$ cat src/rtl/ercm8_if.sv
// ercm8_if: operand/result bundle for the ercm8 approximate multiplier.
// The master drives the operands and mask, and the slave (ercm8) returns the product.
interface ercm8_if;
    logic [7:0]  dat_in_a;
    logic [7:0]  dat_in_b;
    logic [6:0]  mask;
    logic [15:0] dat_o;

    modport master (output dat_in_a, output dat_in_b, output mask, input dat_o);
    modport slave  (input dat_in_a, input dat_in_b, input mask, output dat_o);
endinterface

$ cat src/rtl/ercm8.sv
// ercm8: registered 8x8 unsigned approximate multiplier.
// Each of product columns 0..6 can be switched from exact popcount summation
// to a carry-free OR reduction through mask[c]. mask = 0 is an exact multiplier.
// Optional build macro ERCM8_IN_REG_EN adds input registers. This makes the
// latency 2 cycles instead of 1. Throughput and arithmetic do not change.
module ercm8 (
    input  logic    clk,
    input  logic    rst,
    ercm8_if.slave  bus
);
    localparam int NUM_COLS = 15;
    localparam int APX_COLS = 7;

    logic [7:0] a, b;
    logic [6:0] m;

`ifdef ERCM8_IN_REG_EN
    logic [7:0] a_q, b_q;
    logic [6:0] m_q;

    // Capture the operands and mask. All of them clear on reset, so that nothing in flight survives.
    always_ff @(posedge clk) begin
        if (rst) begin
            a_q <= '0;
            b_q <= '0;
            m_q <= '0;
        end else begin
            a_q <= bus.dat_in_a;
            b_q <= bus.dat_in_b;
            m_q <= bus.mask;
        end
    end

    assign a = a_q;
    assign b = b_q;
    assign m = m_q;
`else
    assign a = bus.dat_in_a;
    assign b = bus.dat_in_b;
    assign m = bus.mask;
`endif

    // Per-column population count and OR of the partial products a[i] & b[j] with i + j = c.
    logic [NUM_COLS-1:0][3:0] col_cnt;
    logic [NUM_COLS-1:0]      col_or;

    // Build the column statistics from the 64 partial products.
    always_comb begin
        col_cnt = '0;
        col_or  = '0;
        for (int i = 0; i < 8; i++) begin
            for (int j = 0; j < 8; j++) begin
                col_cnt[i+j] = col_cnt[i+j] + {3'b000, a[i] & b[j]};
                col_or[i+j]  = col_or[i+j] | (a[i] & b[j]);
            end
        end
    end

    // Column weight before shifting. A masked column collapses to a single bit, so it never carries.
    logic [NUM_COLS-1:0][3:0] col_val;

    genvar c;
    generate
        for (c = 0; c < NUM_COLS; c++) begin : g_col
            if (c < APX_COLS) begin : g_apx
                assign col_val[c] = m[c] ? {3'b000, col_or[c]} : col_cnt[c];
            end else begin : g_exact
                assign col_val[c] = col_cnt[c];
            end
        end
    endgenerate

    // Weighted sum of all columns. The maximum is 255*255, so 16 bits never wrap.
    logic [15:0] prod;

    always_comb begin
        prod = '0;
        for (int k = 0; k < NUM_COLS; k++) begin
            prod = prod + ({12'h000, col_val[k]} << k);
        end
    end

    logic [15:0] dat_q;

    // Output register. Reset has priority over new data.
    always_ff @(posedge clk) begin
        if (rst) dat_q <= '0;
        else     dat_q <= prod;
    end

    assign bus.dat_o = dat_q;
endmodule

$ cat src/flat_wrapper.sv
// flat-port wrapper written by rule: the top's interface ports become plain ports
module ercm8_flat 
  (clk, rst, bus_dat_in_a, bus_dat_in_b, bus_mask, bus_dat_o);
  ercm8_if bus_i ();
  input  logic clk;
  input  logic rst;
  input wire logic [$bits(bus_i.dat_in_a)-1:0] bus_dat_in_a;
  input wire logic [$bits(bus_i.dat_in_b)-1:0] bus_dat_in_b;
  input wire logic [$bits(bus_i.mask)-1:0] bus_mask;
  output wire logic [$bits(bus_i.dat_o)-1:0] bus_dat_o;
  assign bus_i.dat_in_a = bus_dat_in_a;
  assign bus_i.dat_in_b = bus_dat_in_b;
  assign bus_i.mask = bus_mask;
  assign bus_dat_o = bus_i.dat_o;
  ercm8 u_core (.clk(clk), .rst(rst), .bus(bus_i));
endmodule
$ cat config.mk
export PLATFORM = sky130hd
export DESIGN_NAME = ercm8_flat
export DESIGN_NICKNAME = d
export VERILOG_FILES = /design/src/rtl/ercm8_if.sv /design/src/rtl/ercm8.sv /design/src/flat_wrapper.sv
export SDC_FILE = /design/constraint.sdc
export NUM_CORES = 1
export LEC_CHECK = 0
export CAP_MARGIN = 5
export CORE_MARGIN = 5
export CORE_UTILIZATION = 45
export CTS_BUF_LIST = sky130_fd_sc_hd__clkbuf_2 sky130_fd_sc_hd__clkbuf_4 sky130_fd_sc_hd__clkbuf_8
export CTS_CLUSTER_DIAMETER = 80
export DETAILED_ROUTE_END_ITERATION = 12
export GPL_TIMING_DRIVEN = 0
export PLACE_DENSITY = 0.67
export SLEW_MARGIN = 20
export SYNTH_ARGS = -nofsm -noshare
export SYNTH_HDL_FRONTEND = slang
export SYNTH_SLANG_ARGS = --single-unit
$ cat constraint.sdc
create_clock -name clk -period 10.19 [get_ports clk]
set_input_delay 2.038 -clock clk [delete_from_list [all_inputs] [get_ports clk]]
set_output_delay 2.038 -clock clk [all_outputs]
set_load 0.02 [all_outputs]
**Word-level counts from Yosys, hierarchy flattened**

Index checks and enable logic that the tools add are counted.

- Register bits: 16
- Input bits: 25
- Output and inout port bits: 16
- Word-level logic and storage cells: 155

- $add $sub $neg: 63
- Multiplexer cells: 6
- Bitwise gates (word level): 85

Operators by type and width:

| kind | number |
|---|---|
| $add 4x1->4 | 36 |
| $and 1x1->1 | 64 |
| $add 16x15->16 | 3 |
| $add 1x1->2 | 13 |
| $mux 4 | 6 |
| $or 1x1->1 | 21 |
| $add 16x10->16 | 1 |
| $add 16x11->16 | 1 |
| $add 16x12->16 | 1 |
| $add 16x13->16 | 1 |
| $add 16x14->16 | 1 |
| $add 16x16->16 | 1 |
| $add 16x6->16 | 1 |
| $add 16x7->16 | 1 |
| $add 16x8->16 | 1 |
| $add 16x9->16 | 1 |
| $add 1x5->6 | 1 |

**Longest topological paths before layout**

- Depth in word-level cells: 17
- Gate-level depth with buffers: 22
- Depth with buffers taken out: 22

**Least setup slack after synthesis**

No wires, ideal clock.

- Kind: input port to flip-flop
- From: input bus_dat_in_b[6]
- To: register u_core.dat_q[15], in the netlist u_core.bus.dat_o[15]
- Library setup time: 62 ps
- Data arrival time: 6693 ps
- Path slack: 3435 ps
- Cell stages on the path: 19
- Path buffers: 0
- Path through: and2_1 -> ha_1 -> inv_1 -> fa_1 -> inv_1 -> fa_1 -> fa_1 -> inv_1 -> fa_1 -> xor2_1 -> fa_1 -> fa_1 -> inv_1 -> ha_1 -> nand4_2 -> nor2_1 -> a211oi_2 -> or4_1 -> nand3_1

- Cells in the longest elaborated chain, start to end: 17

RTL lines:

| element | line | source |
|---|---|---|
| start: declaration | flat_wrapper.sv:8 | `input wire logic [$bits(bus_i.dat_in_b)-1:0] bus_dat_in_b;` |
| $and 1x1->1 | ercm8.sv:53, ercm8.sv:54 |  |
| $add 1x1->2 or $or 1x1->1 (tied branches) | ercm8.sv:53, ercm8.sv:54 |  |
| $add 4x1->4 or $or 1x1->1 (tied branches) (5 in series) | ercm8.sv:53, ercm8.sv:54 |  |
| $mux 4 | ercm8.sv:66 | `assign col_val[c] = m[c] ? {3'b000, col_or[c]} : col_cnt[c];` |
| $add 16x10->16 | ercm8.sv:79 | `prod = prod + ({12'h000, col_val[k]} << k);` |
| $add 16x11->16 | ercm8.sv:79 |  |
| $add 16x12->16 | ercm8.sv:79 |  |
| $add 16x13->16 | ercm8.sv:79 |  |
| $add 16x14->16 | ercm8.sv:79 |  |
| $add 16x15->16 | ercm8.sv:79 |  |
| $add 16x16->16 | ercm8.sv:79 |  |
| $add 16x15->16 * (2 in series) | ercm8.sv:79 |  |
| end signal: assignment | ercm8.sv:88 | `else dat_q <= prod;` |
| end: declaration | ercm8.sv:83 | `logic [15:0] dat_q;` |

Every way passes the cells marked *; elsewhere a longest branch is shown, timed or not.
A chain may end at the register's enable or synchronous reset.

**Final worst setup path**

- From: input bus_dat_in_a[1]
- To: register u_core.dat_q[15], in the netlist u_core.bus.dat_o[15]

- Cells in the longest elaborated chain, start to end: 17

RTL lines:

| element | line | source |
|---|---|---|
| start: declaration | flat_wrapper.sv:7 | `input wire logic [$bits(bus_i.dat_in_a)-1:0] bus_dat_in_a;` |
| $and 1x1->1 | ercm8.sv:53, ercm8.sv:54 |  |
| $add 1x1->2 or $or 1x1->1 (tied branches) | ercm8.sv:53, ercm8.sv:54 |  |
| $mux 4 (tied with other cells) | ercm8.sv:66 |  |
| $add 1x5->6 (tied with other cells) | ercm8.sv:79 |  |
| $add 16x6->16 (tied with other cells) | ercm8.sv:79 |  |
| $add 16x7->16 (tied with other cells) | ercm8.sv:79 |  |
| $add 16x8->16 (tied with other cells) | ercm8.sv:79 |  |
| $add 16x9->16 or $mux 4 (tied branches) | ercm8.sv:79, ercm8.sv:66 |  |
| $add 16x10->16 | ercm8.sv:79 |  |
| $add 16x11->16 | ercm8.sv:79 |  |
| $add 16x12->16 * | ercm8.sv:79 |  |
| $add 16x13->16 * | ercm8.sv:79 |  |
| $add 16x14->16 * | ercm8.sv:79 |  |
| $add 16x15->16 * | ercm8.sv:79 |  |
| $add 16x16->16 * | ercm8.sv:79 |  |
| $add 16x15->16 * (2 in series) | ercm8.sv:79 |  |

Marks and branches as above.

==> metrics.yaml <==
floorplan:
  die_w_um: 92.7
  dieArea_mm2: 0.00860
  start_util: 0.458
  fp.dieH_um: 92.7
  core_mm2: 0.00672
  core.rowCount: 30
  io_pins: 41
logic_synthesis:
  syn-num-nets: 477
  async_flop_share: 0
  synth_seq_cells: 16
  synthDominantCellAreaShare: 0.253
  synth_largest_area_cell: "fa_1"
  synth_seq_area_share: 0.104
  ys_types: 39
  synth_edf_count: 0
  yosys_warnings: 0
  syn-cell-area_mm2: 0.00308
  synth-main-ff-cell: "dfxtp_1"
  syn_inst: 356
  avgSynthCellArea_um2: 8.65
  synth_area_leaders: "fa_1 25%, ha_1 23%, dfxtp_1 10%, inv_1 9.5%, and2_1 7.3%"
timing:
  slew_viol_final: 0
  finalHoldViolations: 0
  period_minus_slack_ns: 7.37
  final-setup-viol-count: 0
  rsz0062_at_grt: "no"
  relSlewSlack: 0.724
  tightest_slew_ns: 0.413
  fmax_mhz: 136
  period_share: 0.723
  fin_ws_ns: 2.82
  final.setup.tns_ns: 0
placed_design:
  place_ws_ns: 2.53
  dp_hpwl_um: 5260
  port_buffers: 38
  gp_congestion: 0.810
  placed_cell_area_mm2: 0.00356
hold_path:
  hp-class: "in -> reg"
finish:
  area_growth_pct: 17.4
  largest_register_ffs: 16
  drive_above_1_share: 0.0402
  diodes: 0
  mostFrequentLayoutCell: "inv_1"
  fillers: 622
  mostFrequentLayoutCells: "78 x inv_1, 57 x ha_1, 39 x fa_1"
  final_area_mm2: 0.00362
  nNetsFinal: 520
route:
  drt_first_pass_iters: 6
  routed_wl_um: 6100
  route.detailed.drc: 0
  vias_per_cell: 5.03
  drt_iter0_drc: 56
  drtAntennaViolNets: 0
  routedWlPerCell_um: 12.8
  vias: 2402
clock_tree:
  cts_tree: "done"
  path_clk_slew_ns: 0.06
  hold_buffers: 0
  postCtsResizedCells: 0
  post_cts_buffers: 0
  clock_sinks: 16
  htreeDepth: 1
  root_buffer: "clkbuf_8"
  cts-buffers-inserted: 3
  clock_path_buffers: 2
global_route:
  track_usage: 0.148
  grt_overflow: 0
  antenna_found_initial: 0
  grt_pass1_wl_um: 10400
  grt_max_degree: 11
  grt_pass1_vias: 2413
pwr:
  p_per_area_mw_per_mm2: 138
  p_total_w: 0.000498
  seq_power_share: 0.170
  p_sw_w: 0.000224
  comb_power_share: 0.722
  p_leak_nw: 1.89
  peakVddDrop_v: 0.0000542
  p_int_w: 0.000275
  power.share.clock: 0.108
  p_sw_frac: 0.449
flow_run:
  drv_cap: 0
setup_path:
  crit_arrival_ns: 7.56
  start_kind: "primary input"
  cp_max_fo: 8
  endpoint_kind: "register"
  timing_worst_setup_path_type: "in -> reg"
  crit_required_ns: 10.38
status:
  status: "finished clean"
[path summary, 6_finish.rpt]
check	end	startpoint	cells after the start
hold / removal	u_core.bus.dat_o[3]	rst	2
setup / recovery	u_core.bus.dat_o[15]	bus_dat_in_a[1]	20
[critical path, cell delays in order]
cell and delay (ns):
clkdlybuf4s50_1 0.60, and2_1 0.24, ha_1 0.27, inv_1 0.05
fa_1 0.52, inv_1 0.05, fa_1 0.50, fa_1 0.45
inv_1 0.09, fa_1 0.18, xor2_1 0.20, fa_1 0.47
fa_1 0.54, inv_1 0.04, ha_1 0.36, nand4_2 0.12
nor2_1 0.15, a211oi_2 0.10, or4_1 0.50, nand3_1 0.07
[power groups by stage]
stage               Clock (W)  Sequential [W]  Combinational [W]
finish              0.0000540       0.0000847           0.000359
global route        0.0000588       0.0000867           0.000411
CTS                 0.0000552       0.0000851           0.000366
detailed placement          0       0.0000865           0.000364
global placement            0       0.0000859           0.000358
floorplan                   0        0.000109           0.000241
[cells by family (layout without fill, tap and decap cells)]
kind of cell,count (synthesis),after routing,synth area share
AO/OA/AOI/OAI,34,34,0.0804
XOR/XNOR,11,11,0.0313
adder cells (fa/ha/maj),96,96,0.485
buffers and inverters,80,122,0.0979
flip-flops,16,16,0.104
multiplexers,1,1,0.00325
AND/OR/NAND/NOR,118,118,0.198
[synth_stat cells, drive strengths merged, types with 3 or more instances]
cell	instances
nand2b	5
xor2	9
ha	57
a21oi	6
and2	36
nor2	21
nor3	3
fa	39
a21o	4
nand4	3
inv	78
a211oi	6
dfxtp	16
nor2b	7
nand2	34
o21ai	8
[layer usage]
metal / global-route usage / up-vias / share of wire
met1: 0.195 / 1137 / 0.46
met4: 0.0366 / 0 / 0.0090
met2: 0.258 / 56 / 0.48
met3: 0.0179 / 8 / 0.047
li1: - / 1201 / -
met5: 0 / - / 0
[final cells by class]
type,instances,area (µm²),area share
multi-input cells,260,2460,0.680
repair buffers,38,380,0.105
flip-flops and latches,16,320,0.0886
inverters,78,293,0.0810
well taps,80,100,0.0277
clock buffers,4,55.1,0.0152
plain buffers,2,8.76,0.00242
[per-stage QoR]
stage,util,cells,hold WS [ns]
6_report,0.538,478,2.09
4_1_cts,0.538,478,2.11
3_5_place_dp,0.530,474,2.37
5_1_grt,0.538,478,2.12
2_1_floorplan,-,356,2.15
3_3_place_gp,0.530,474,2.36
Note: power is estimated with default switching activity, not from simulation.
